**config.mk**
```make
export PLATFORM = sky130hd
export DESIGN_NAME = gemm_mul_scheduler
export DESIGN_NICKNAME = d
export VERILOG_FILES = /design/src/rtl/gemm_mul_scheduler.sv
export SDC_FILE = /design/constraint.sdc
export NUM_CORES = 1
export LEC_CHECK = 0
export CAP_MARGIN = 20
export CORE_AREA = 2 2 281 283
export DETAILED_ROUTE_END_ITERATION = 16
export DIE_AREA = 0 0 283 285
export PLACE_DENSITY_LB_ADDON = 0.15
export SYNTH_ARGS = -nofsm -noshare
export SYNTH_HDL_FRONTEND = slang
export SYNTH_SLANG_ARGS = --single-unit
export TNS_END_PERCENT = 5
```
**constraint.sdc**
```tcl
create_clock -name clk -period 6.3 [get_ports clk]
set_input_delay 1.26 -clock clk [delete_from_list [all_inputs] [get_ports clk]]
set_output_delay 1.26 -clock clk [all_outputs]
set_load 0.1 [all_outputs]
```
**src/rtl/gemm_mul_scheduler.sv**
```systemverilog
// Dot-product scheduler: streams K operand pairs through a shared NUM-lane multiplier
// array, masks the tail lanes of the last beat and returns one accumulated result per command.
module gemm_mul_scheduler #(
    parameter int unsigned INPUT_DATA_WIDTH  = 32,
    parameter int unsigned OUTPUT_DATA_WIDTH = 32,
    parameter int unsigned NUM               = 4,
    parameter int unsigned ACC_WIDTH         = 48,
    parameter int unsigned LEN_WIDTH         = 16
) (
    input  logic                                  clk,
    input  logic                                  rst_n,
    input  logic                                  cmd_valid,
    output logic                                  cmd_ready,
    input  logic [LEN_WIDTH-1:0]                  cmd_len,
    input  logic                                  op_valid,
    output logic                                  op_ready,
    input  logic [NUM*INPUT_DATA_WIDTH-1:0]       op_a,
    input  logic [NUM*INPUT_DATA_WIDTH-1:0]       op_b,
    output logic [2*NUM*INPUT_DATA_WIDTH-1:0]     mul_data_out,
    input  logic [NUM*OUTPUT_DATA_WIDTH-1:0]      mul_data_in,
    output logic                                  res_valid,
    input  logic                                  res_ready,
    output logic [ACC_WIDTH-1:0]                  res_data,
    output logic                                  busy
);
    localparam int unsigned IW  = INPUT_DATA_WIDTH;
    localparam int unsigned OW  = OUTPUT_DATA_WIDTH;
    localparam int unsigned LG  = $clog2(NUM);
    localparam int unsigned LW1 = LEN_WIDTH + 1;

    localparam logic [1:0] IDLE  = 2'd0;
    localparam logic [1:0] RUN   = 2'd1;
    localparam logic [1:0] DRAIN = 2'd2;
    localparam logic [1:0] DONE  = 2'd3;

    logic [1:0]              state_q, state_d;
    logic [LEN_WIDTH-1:0]    rem_q, rem_d;
    logic [LG-1:0]           tail_q, tail_d;
    logic [2*NUM*IW-1:0]     mul_data_out_q, mul_data_out_d;
    logic                    s1_v_q, s1_v_d;
    logic [NUM-1:0]          s1_mask_q, s1_mask_d;
    logic                    s2_v_q, s2_v_d;
    logic [NUM*OW-1:0]       s2_prod_q, s2_prod_d;
    logic [ACC_WIDTH-1:0]    acc_q, acc_d;
    logic                    cmd_ready_q, cmd_ready_d;
    logic                    op_ready_q, op_ready_d;
    logic                    res_valid_q, res_valid_d;
    logic [ACC_WIDTH-1:0]    res_data_q, res_data_d;
    logic                    busy_q, busy_d;
    logic                    op_hs;
    logic                    last_tail;
    logic [ACC_WIDTH-1:0]    beat_sum;

    always_comb begin
        state_d        = state_q;
        rem_d          = rem_q;
        tail_d         = tail_q;
        mul_data_out_d = mul_data_out_q;
        s1_v_d         = 1'b0;
        s1_mask_d      = s1_mask_q;
        s2_v_d         = s1_v_q;
        s2_prod_d      = s2_prod_q;
        acc_d          = acc_q;
        beat_sum       = '0;
        op_hs          = (state_q == RUN) && op_valid && op_ready_q;
        last_tail      = (rem_q == LEN_WIDTH'(1)) && (tail_q != '0);

        // S1: register the accepted beat onto the array inputs, zeroing masked lanes
        if (op_hs) begin
            s1_v_d = 1'b1;
            for (int unsigned i = 0; i < NUM; i++) begin
                s1_mask_d[i] = !last_tail || (LG'(i) < tail_q);
                mul_data_out_d[i*IW +: IW]       = s1_mask_d[i] ? op_a[i*IW +: IW] : '0;
                mul_data_out_d[(NUM+i)*IW +: IW] = s1_mask_d[i] ? op_b[i*IW +: IW] : '0;
            end
        end

        // S2: capture products; masked lanes are zero whatever the array returns
        if (s1_v_q) begin
            for (int unsigned i = 0; i < NUM; i++) begin
                s2_prod_d[i*OW +: OW] = mul_data_in[i*OW +: OW] & {OW{s1_mask_q[i]}};
            end
        end

        // S3: sign-extend, reduce and accumulate modulo 2^ACC_WIDTH
        for (int unsigned i = 0; i < NUM; i++) begin
            beat_sum = beat_sum + {{(ACC_WIDTH-OW){s2_prod_q[i*OW+OW-1]}}, s2_prod_q[i*OW +: OW]};
        end
        if (s2_v_q) begin
            acc_d = acc_q + beat_sum;
        end

        case (state_q)
            IDLE: begin
                if (cmd_valid) begin
                    rem_d   = LEN_WIDTH'((LW1'(cmd_len) + LW1'(NUM - 1)) >> LG);
                    tail_d  = cmd_len[LG-1:0];
                    acc_d   = '0;
                    state_d = (cmd_len == '0) ? DONE : RUN;
                end
            end
            RUN: begin
                if (op_hs) begin
                    rem_d = rem_q - LEN_WIDTH'(1);
                    if (rem_q == LEN_WIDTH'(1)) begin
                        state_d = DRAIN;
                    end
                end
            end
            DRAIN: begin
                if (!s1_v_q && !s2_v_q) begin
                    state_d = DONE;
                end
            end
            DONE: begin
                if (res_ready) begin
                    state_d = IDLE;
                end
            end
            default: state_d = IDLE;
        endcase

        cmd_ready_d = (state_d == IDLE);
        op_ready_d  = (state_d == RUN) && (rem_d != '0);
        res_valid_d = (state_d == DONE);
        busy_d      = (state_d != IDLE);
        res_data_d  = (state_d == DONE) ? acc_d : res_data_q;
    end

    always_ff @(posedge clk or negedge rst_n) begin
        if (!rst_n) begin
            state_q        <= IDLE;
            rem_q          <= '0;
            tail_q         <= '0;
            mul_data_out_q <= '0;
            s1_v_q         <= 1'b0;
            s1_mask_q      <= '0;
            s2_v_q         <= 1'b0;
            s2_prod_q      <= '0;
            acc_q          <= '0;
            cmd_ready_q    <= 1'b1;
            op_ready_q     <= 1'b0;
            res_valid_q    <= 1'b0;
            res_data_q     <= '0;
            busy_q         <= 1'b0;
        end else begin
            state_q        <= state_d;
            rem_q          <= rem_d;
            tail_q         <= tail_d;
            mul_data_out_q <= mul_data_out_d;
            s1_v_q         <= s1_v_d;
            s1_mask_q      <= s1_mask_d;
            s2_v_q         <= s2_v_d;
            s2_prod_q      <= s2_prod_d;
            acc_q          <= acc_d;
            cmd_ready_q    <= cmd_ready_d;
            op_ready_q     <= op_ready_d;
            res_valid_q    <= res_valid_d;
            res_data_q     <= res_data_d;
            busy_q         <= busy_d;
        end
    end

    assign cmd_ready    = cmd_ready_q;
    assign op_ready     = op_ready_q;
    assign mul_data_out = mul_data_out_q;
    assign res_valid    = res_valid_q;
    assign res_data     = res_data_q;
    assign busy         = busy_q;

endmodule

```
==> results of run 1 <==
==> registers in the layout (all words and copies together) (netlist names), 2 cells and up <==
name	flops
acc_q	48
s2_prod_q	128
res_data	48
state_q	2
mul_data_out	256
s1_mask_q	4
tail_q	2
rem_q	16
==> cells in the mapped netlist, types with 7 or more instances <==
cell | count | share of area
nor3_1 | 17 | 0.0034
nand4_1 | 16 | 0.0040
mux2_2 | 7 | 0.0031
clkbuf_1 | 110 | 0.016
and2_1 | 11 | 0.0027
a21o_1 | 53 | 0.016
nand2b_1 | 12 | 0.0030
dfrtp_1 | 509 | 0.50
ha_1 | 86 | 0.043
nand3_1 | 35 | 0.0069
xnor2_1 | 50 | 0.017
o211ai_1 | 10 | 0.0030
and3_1 | 8 | 0.0020
inv_1 | 222 | 0.033
a21oi_1 | 102 | 0.020
o21bai_1 | 16 | 0.0047
o21a_1 | 8 | 0.0024
a31oi_1 | 10 | 0.0025
a211oi_1 | 10 | 0.0030
nor4_1 | 8 | 0.0020
xor2_1 | 33 | 0.011
o21ai_1 | 28 | 0.0055
fa_1 | 66 | 0.052
o21ai_0 | 168 | 0.033
nand2_1 | 487 | 0.072
a22o_1 | 197 | 0.068
mux2i_1 | 35 | 0.014
nor2b_1 | 10 | 0.0025
buf_1 | 13 | 0.0019
nor2_1 | 98 | 0.015
==> through the flow <==
stage	hold WS (ps)	setup slack, ps	power [mW]
CTS	474	-38.6	22.8
finish	468	157	23.2
global placement	444	-224	18.8
detailed placement	453	-347	18.8
global route	493	-132	24.9
floorplan	426	306	13.8
==> per-layer routing <==
| metal | vias to the layer above | wire (um) | GRT usage | share of wire |
|---|---|---|---|---|
| met5 | - | 39 | 0 | 0.00037 |
| met4 | 6 | 3230 | 0.0710 | 0.031 |
| met3 | 190 | 7470 | 0.0724 | 0.072 |
| met2 | 755 | 51800 | 0.437 | 0.50 |
| met1 | 11200 | 41700 | 0.304 | 0.40 |
| li1 | 10200 | - | - | - |
==> power by group through the flow <==
stage               registers [mW]  clock network, mW  logic, mW
floorplan                     6.15                  0       7.62
global placement              4.35                  0       14.4
detailed placement            4.36                  0       14.5
CTS                           4.32               3.68       14.8
global route                  4.39               3.81       16.7
finish                        4.32               3.59       15.3
==> cell type report <==
class / instances / area share
flip-flops and latches: 510 / 0.348
multi-input cells: 1667 / 0.315
repair buffers: 839 / 0.222
clock buffers: 90 / 0.0491
well taps: 1050 / 0.0358
inverters: 225 / 0.0230
clock inverters: 20 / 0.00634
diodes: 14 / 0.000954
==> worst max-delay path: cells and delay by family (launching register included) <==
family          cells  cell delay (ps)
compound gates     15             2500
fa+ha+maj           5             1970
simple gates        2              380
flops               1              340
buf+inv             3              290
mux                 1              270
xor+xnor            2              260
==> path summary, 6_finish.rpt <==
kind,from,to,slack [ps],depth (start not counted)
worst max-delay path,s2_prod_q[1],res_data[45],160,28
worst min-delay path,s1_mask_q[2],s1_mask_q[2],470,1
worst max register to register,s2_prod_q[1],res_data[45],160,28
worst min register to register,s1_mask_q[2],s1_mask_q[2],470,1
max in group asynchronous,rst_n,mul_data_out[40],4460,2
min in group asynchronous,rst_n,acc_q[37],520,1
==> cell families after synthesis <==
logic type / Yosys count
DFF: 510
adders and majority gates: 152
xor gates and xnor gates: 83
muxes: 43
AOI/OAI and AO/OA: 655
buffers and inverters: 353
and+or+nand+nor: 734
==> repair_timing <==
action	4_1_cts	5_1_grt
resized for setup	16	59
pin swaps	5	42
hold buffers	0	0
cloned	0	0
setup endpoints to repair	33	35
buffers inserted	3	7
==> results.md, run 1 <==
- Critical Path Source Type: flop
- Chip Height: 285 um
- Commonest non-fill, non-tap cell in the layout: clkdlybuf4s50_1
- Post-synthesis instance total: 2530
- Average routed wire per standard cell: 23.6 um
- Final critical-path share of the clock period: 0.975
- Sum of routed wire length over all layers: 104 mm
- Fraction of power consumed by sequential logic: 0.186
- Outcome: complete, no violations
- Area of the multi-input gates: 0.0116 mm^2
- Via count: 22300
- Yosys warnings: 0
- Required time reported for the critical path endpoint: 6810 ps
- Total half-perimeter wirelength after legalization and detailed placement: 79.2 mm
- CP max stage delay: 500 ps
- Combinational power share: 0.659
- Avg Cell Area, Syn: 10.0 um^2
- Net Sw Frac: 0.478
- Cells after DPL: 4280
- Async SR Flop Fraction: 1.00
- Clk_skew: 28.1 ps
- Overflow left after global routing: 0
- Critical Path Sink Type: flop
- Max H-tree Level: 2
- Sequential Area: 0.0128 mm^2
- Number of buffers on the longest clock path: 3
- Most instantiated flip-flop cell in the synthesis netlist: dfrtp_1
- Dominant combinational cell family by area after synthesis: compound AO/OA/AOI/OAI gates
- Power density over the cells: 633 mW/mm^2
- Violation count after the first detailed-route iteration: 1442
- Compound-gate portion of the synthesized area: 0.177
- Vias per Instance: 5.06
- Top achievable clock speed: 163 MHz
- Clock network fraction of design power: 0.155
- Critical path peak fanout: 7
- Number of sinks handled by clock tree synthesis: 510
- Post-synthesis cell type count: 79
- Clock insertion delay at the later pin of the skew report: 640 ps
- Final count of pins violating max slew: 0
- Via count of the first global-routing pass: 23400
- Net switching power of the design: 11.1 mW
- Setup TNS: 0 ps
- Adder and majority gate portion of the synthesized area: 0.0948
- TritonCTS clock tree: built
- Initial antenna violation count: 34
- Max-cap violations: 0
- Final instance area: 0.0367 mm^2
- Worst EP arrival: 6650 ps
- Clock input transition at the sequential cells of the worst setup and hold paths: 60 ps
- Layout Area Growth over Synthesis: 45.1%
- Cell at the root of the clock tree: clkbuf_16
- Number of enable-type register cells in the synthesized netlist: 0
- Effective utilization at floorplan: 0.324
- Net count of the mapped netlist: 3087
- Count of unresolved DRC violations after routing: 0
- Die Outline Area: 0.0807 mm^2
- Area of the mapped netlist: 0.0253 mm^2
- Fill cell total of the finished layout: 7298
- Worst rel slew slack: 0.223
- Placed Instance Area: 0.0342 mm^2
- Leakage power total: 16.9 nW
- Number of primary I/O pins: 713
- Number of input and output port buffers inserted: 712
- Number of CTS-inserted buffers: 59
- P_int: 12.1 mW
- Share of synthesized area spent on multiplexers: 0.0176
- Xor/xnor cell area share of the yosys netlist: 0.0287
- Post-route minimum period: 6140 ps
- Class of the most critical setup path: flop to flop
- Dominant cell type by count on the critical path: a21oi_2
- Core ar.: 0.0780 mm^2
- Final Util: 0.471
- Final GP Congestion: 0.938
- Remaining antenna violation count after routing: 0
- Register bit total from synthesis: 510
- Detailed-router iteration count before antenna repair: 5
- Setup repair after global routing missed its margin: true
- CP max-delay cell: fa_1
- Slew @ Worst Pin: 1160 ps
- Global router's overall resource usage: 0.252
- Wire length of the first global-routing pass: 154 mm
- Highest ir drop seen on vdd: 0.455 mV
- Share of post-route cells with drive strength above 1: 0.0979
- Worst min path class: flop to flop
- Number of rows created at floorplan: 103
- Commonest cells after routing, fill and taps aside: 709 x clkdlybuf4s50_1, 507 x dfrtp_1, 486 x nand2_1
- Number of nets in the layout: 3859
- Final count of negative-setup-slack endpoints: 0
- Final hold vios: 0
- Overall die width: 283 um
- Pin count of the biggest net entering global routing: 162
- Final std cells w/o fill: 4415
- Simple-gate area share of the yosys netlist: 0.124
- Sequential cell area fraction in the yosys report: 0.505
(Power assumes the default switching activity.)
==> run 2: changes to the inputs <==
--- a/config.mk
+++ b/config.mk
@@ -6,10 +6,14 @@
 export NUM_CORES = 1
 export LEC_CHECK = 0
 export CAP_MARGIN = 20
-export CORE_AREA = 2 2 281 283
+export CELL_PAD_IN_SITES_DETAIL_PLACEMENT = 1
+export CELL_PAD_IN_SITES_GLOBAL_PLACEMENT = 2
+export CORE_ASPECT_RATIO = 0.9
+export CORE_MARGIN = 1.5
+export CORE_UTILIZATION = 27
 export DETAILED_ROUTE_END_ITERATION = 16
-export DIE_AREA = 0 0 283 285
 export PLACE_DENSITY_LB_ADDON = 0.15
+export SKIP_CTS_REPAIR_TIMING = 1
 export SYNTH_ARGS = -nofsm -noshare
 export SYNTH_HDL_FRONTEND = slang
 export SYNTH_SLANG_ARGS = --single-unit
==> results.md, run 2 (synthesis results as in run 1) <==
- Outcome: complete, no violations
- Worst rel slew slack: 0.122
- Leakage power total: 17.3 nW
- Cells after DPL: 4516
- Max H-tree Level: 3
- Pin count of the biggest net entering global routing: 198
- Setup repair after global routing missed its margin: true
- Total half-perimeter wirelength after legalization and detailed placement: 88.8 mm
- Worst hold slack: 468 ps
- Final hold vios: 0
- Clock insertion delay at the later pin of the skew report: 620 ps
- Final count of negative-setup-slack endpoints: 0
- Global router's overall resource usage: 0.237
- Max reg flops: 256
- Via count: 22600
- Core ar.: 0.0928 mm^2
- Commonest non-fill, non-tap cell in the layout: clkdlybuf4s50_1
- Area of the multi-input gates: 0.0118 mm^2
- Required time reported for the critical path endpoint: 6840 ps
- Power density over the cells: 658 mW/mm^2
- TritonCTS clock tree: built
- Post-route minimum period: 6050 ps
- Dominant cell type by count on the critical path: o21ai_2
- Clock input transition at the sequential cells of the worst setup and hold paths: 60 ps
- Overall die width: 326 um
- Worst EP arrival: 6590 ps
- Number of buffers on the longest clock path: 3
- Instance count along the most critical hold path: 1
- Max-cap violations: 0
- Clk_skew: 32.5 ps
- Share of post-route cells with drive strength above 1: 0.121
- Layout Area Growth over Synthesis: 49.6%
- Critical Path Source Type: flop
- Cell at the root of the clock tree: clkbuf_16
- Sum of routed wire length over all layers: 115 mm
- Highest ir drop seen on vdd: 0.363 mV
- Chip Height: 293 um
- Vias per Instance: 4.83
- Count of unresolved DRC violations after routing: 0
- Slew @ Worst Pin: 1320 ps
- Class of the most critical setup path: flop to flop
- Effective utilization at floorplan: 0.272
- Final Util: 0.408
- Critical path peak fanout: 4
- Violation count after the first detailed-route iteration: 1154
- Critical Path Sink Type: flop
- Number of rows created at floorplan: 106
- Top achievable clock speed: 165 MHz
- Number of CTS-inserted buffers: 66
- Commonest cells after routing, fill and taps aside: 705 x clkdlybuf4s50_1, 507 x dfrtp_1, 484 x nand2_1
- Via count of the first global-routing pass: 24700
- Overflow left after global routing: 0
- Average routed wire per standard cell: 24.7 um
- Number of input and output port buffers inserted: 712
- Initial antenna violation count: 60
- CP max stage delay: 560 ps
- Die Outline Area: 0.0955 mm^2
- Number of primary I/O pins: 713
- Wire length of the first global-routing pass: 168 mm
- Number of cells on the worst reg-to-reg path: 27
- Remaining antenna violation count after routing: 0
- Detailed-router iteration count before antenna repair: 5
- Worst min path class: flop to flop
- Final std cells w/o fill: 4671
- Fill cell total of the finished layout: 10300
- Final GP Congestion: 0.871
- CP max-delay cell: or4_4
- Final count of pins violating max slew: 0
- Number of sinks handled by clock tree synthesis: 510
- Number of nets in the layout: 3913
- Final critical-path share of the clock period: 0.961
- Sequential Area: 0.0128 mm^2
## run 2: metrics by stage
stage                     area, um^2  setup WS [ps]  total power [mW]  setup TNS [ps]
final                          37800            247              24.9               0
after global routing           37800          -69.6              26.7            -281
after CTS                      37100           -469              23.9           -9560
after detailed placement       34900           -430              19.7           -7560
after global placement         34700           -253              19.5           -2330
after floorplan                25300            306              13.8               0
## run 2: power breakdown
part | total (mW) | internal (mW) | leakage, nW | switching [mW]
Combinational | 16.5 | 6.85 | 9.87 | 9.69
Sequential | 4.33 | 3.92 | 6.30 | 0.417
Clock | 4.02 | 2.42 | 1.11 | 1.60
## run 2: layer usage
layer  wire length, um  track usage
met1             45400        0.275
met2             59300        0.427
met3              6480       0.0592
met4              3960       0.0734
met5               122            0
## run 2: path summary, 6_finish.rpt
path | from | to | slack (ps)
min in group asynchronous | rst_n | res_data[0] | 680
max | s2_prod_q[33] | res_data[47] | 250
max in group asynchronous | rst_n | mul_data_out[109] | 4260
min | s1_mask_q[2] | s1_mask_q[2] | 470
max reg2reg | s2_prod_q[33] | res_data[47] | 250
min reg2reg | s1_mask_q[2] | s1_mask_q[2] | 470
## run 2: worst max-delay path: cells and delay by family, from the launching register on
| kind | cells | cell delay (ps) |
|---|---|---|
| AOI/OAI and AO/OA | 12 | 1880 |
| and+or+nand+nor | 5 | 1300 |
| xor gates and xnor gates | 2 | 270 |
| buffers and inverters | 3 | 270 |
| DFF | 1 | 370 |
| adders and majority gates | 5 | 1870 |
## run 2: layout make-up
class / count / area share
well taps: 1242 / 0.0411
inverters: 225 / 0.0223
diodes: 25 / 0.00165
clock inverters: 25 / 0.00972
flip-flops and latches: 510 / 0.337
repair buffers: 886 / 0.227
multi-input cells: 1667 / 0.311
clock buffers: 91 / 0.0504
==> run 3: changes to the inputs <==
--- a/config.mk
+++ b/config.mk
@@ -6,12 +6,9 @@
 export NUM_CORES = 1
 export LEC_CHECK = 0
 export CAP_MARGIN = 20
-export CELL_PAD_IN_SITES_DETAIL_PLACEMENT = 1
-export CELL_PAD_IN_SITES_GLOBAL_PLACEMENT = 2
-export CORE_ASPECT_RATIO = 0.9
-export CORE_MARGIN = 1.5
-export CORE_UTILIZATION = 27
+export CORE_AREA = 2 2 281 283
 export DETAILED_ROUTE_END_ITERATION = 16
+export DIE_AREA = 0 0 283 285
 export PLACE_DENSITY_LB_ADDON = 0.15
 export SKIP_CTS_REPAIR_TIMING = 1
 export SYNTH_ARGS = -nofsm -noshare
==> results.md, run 3 (synthesis results as in run 1) <==
- Wire length of the first global-routing pass: 154 mm
- Final count of negative-setup-slack endpoints: 0
- Via count: 22400
- Sequential Area: 0.0128 mm^2
- Number of primary I/O pins: 713
- Vias per Instance: 5.07
- Total half-perimeter wirelength after legalization and detailed placement: 79.2 mm
- Post-route minimum period: 6080 ps
- Top achievable clock speed: 165 MHz
- Max H-tree Level: 2
- Via count of the first global-routing pass: 23300
- Class of the most critical setup path: flop to flop
- Overflow left after global routing: 0
- Number of nets in the layout: 3856
- Pin count of the biggest net entering global routing: 162
- Outcome: complete, no violations
- Sum of routed wire length over all layers: 104 mm
- Reg2Reg Launch Point: s2_prod_q[33]
- Die Outline Area: 0.0807 mm^2
- Clock insertion delay at the later pin of the skew report: 650 ps
- Startpoint of the worst setup timing path: s2_prod_q[33]
- Final critical-path share of the clock period: 0.964
- TritonCTS clock tree: built
- Effective utilization at floorplan: 0.324
- Start point of the worst hold path: s1_mask_q[2]
- Number of CTS-inserted buffers: 59
- Commonest cells after routing, fill and taps aside: 709 x clkdlybuf4s50_1, 507 x dfrtp_1, 486 x nand2_1
- Number of rows created at floorplan: 103
- Highest ir drop seen on vdd: 0.449 mV
- Final Util: 0.471
- Clock input transition at the sequential cells of the worst setup and hold paths: 60 ps
- Remaining antenna violation count after routing: 0
- Count of buffer and inverter cells on the critical path: 3
- Clk_skew: 29.2 ps
- Detailed-router iteration count before antenna repair: 6
- Max reg flops: 256
- Final hold vios: 0
- Critical Path Sink Type: flop
- Dominant cell type by count on the critical path: a21oi_2
- Global router's overall resource usage: 0.251
- Number of sinks handled by clock tree synthesis: 510
- Share of post-route cells with drive strength above 1: 0.0986
- Violation count after the first detailed-route iteration: 1434
- Core ar.: 0.0780 mm^2
- CP max stage delay: 530 ps
- Average routed wire per standard cell: 23.6 um
- Reg-to-reg slack, setup: 220 ps
- Setup repair after global routing missed its margin: true
- Number of buffers on the longest clock path: 3
- Required time reported for the critical path endpoint: 6810 ps
- Slew @ Worst Pin: 1160 ps
- Cell at the root of the clock tree: clkbuf_16
- Worst hold slack: 468 ps
- Power density over the cells: 634 mW/mm^2
- Worst EP arrival: 6590 ps
- Worst min path class: flop to flop
- Critical Path Source Type: flop
- Commonest non-fill, non-tap cell in the layout: clkdlybuf4s50_1
- CP max-delay cell: fa_1
- Top cell family by delay on the critical path: compound AO/OA/AOI/OAI gates
- Final GP Congestion: 0.938
- Setup TNS: 0 ps
- Layout Area Growth over Synthesis: 45.2%
- Design Power: 23.3 mW
- Overall die width: 283 um
- Fill cell total of the finished layout: 7297
- Worst rel slew slack: 0.223
- Final count of pins violating max slew: 0
- Count of unresolved DRC violations after routing: 0
- Chip Height: 285 um
- Final worst-path setup slack: 224 ps
- Placement Setup Slack: -347 ps
- Max-cap violations: 0
- Number of input and output port buffers inserted: 712
- Critical path peak fanout: 6
- Initial antenna violation count: 35
- Area of the multi-input gates: 0.0116 mm^2
- Leakage power total: 16.9 nW
run 3: through the flow:
step,instances,area [um^2]
floorplan,2530,25300
global placement,4278,34200
detailed placement,4280,34200
CTS,4390,36200
global route,4409,36700
finish,4419,36700
run 3: where the power goes:
| part | switching, mW | internal [mW] | total [mW] |
|---|---|---|---|
| Sequential | 0.411 | 3.92 | 4.33 |
| Combinational | 9.25 | 6.12 | 15.4 |
| Clock | 1.49 | 2.10 | 3.59 |
| Total | 11.2 | 12.1 | 23.3 |
run 3: per-layer routing:
metal,vias to the layer above,GRT usage,wire length [um]
met5,-,0,25
met4,4,0.0719,3520
met3,188,0.0728,7560
met2,763,0.435,51800
met1,11300,0.304,41500
li1,10200,-,-
run 3: final timing paths:
kind                       cells after the start                end
setup / recovery                              28       res_data[45]
hold / removal                                 1       s1_mask_q[2]
setup reg to reg                              28       res_data[45]
hold reg to reg                                1       s1_mask_q[2]
max in group asynchronous                      2  mul_data_out[110]
min in group asynchronous                      1          acc_q[37]
run 3: worst reg2reg max path: cells and delay by family, from the launching register on:
| family | cells | cell delay (ps) |
|---|---|---|
| xor+xnor | 2 | 300 |
| simple gates | 2 | 300 |
| compound gates | 15 | 2500 |
| fa+ha+maj | 5 | 1870 |
| flops | 1 | 370 |
| mux | 1 | 280 |
| buf+inv | 3 | 330 |
run 3: area by class of cell:
cell class / count / area share
antenna: 21 / 0.00143
clock buffer: 90 / 0.0491
clock inverter: 20 / 0.00634
inverter: 225 / 0.0230
multi-input combinational: 1667 / 0.315
sequential: 510 / 0.348
tap: 1050 / 0.0358
timing repair buffer: 836 / 0.221
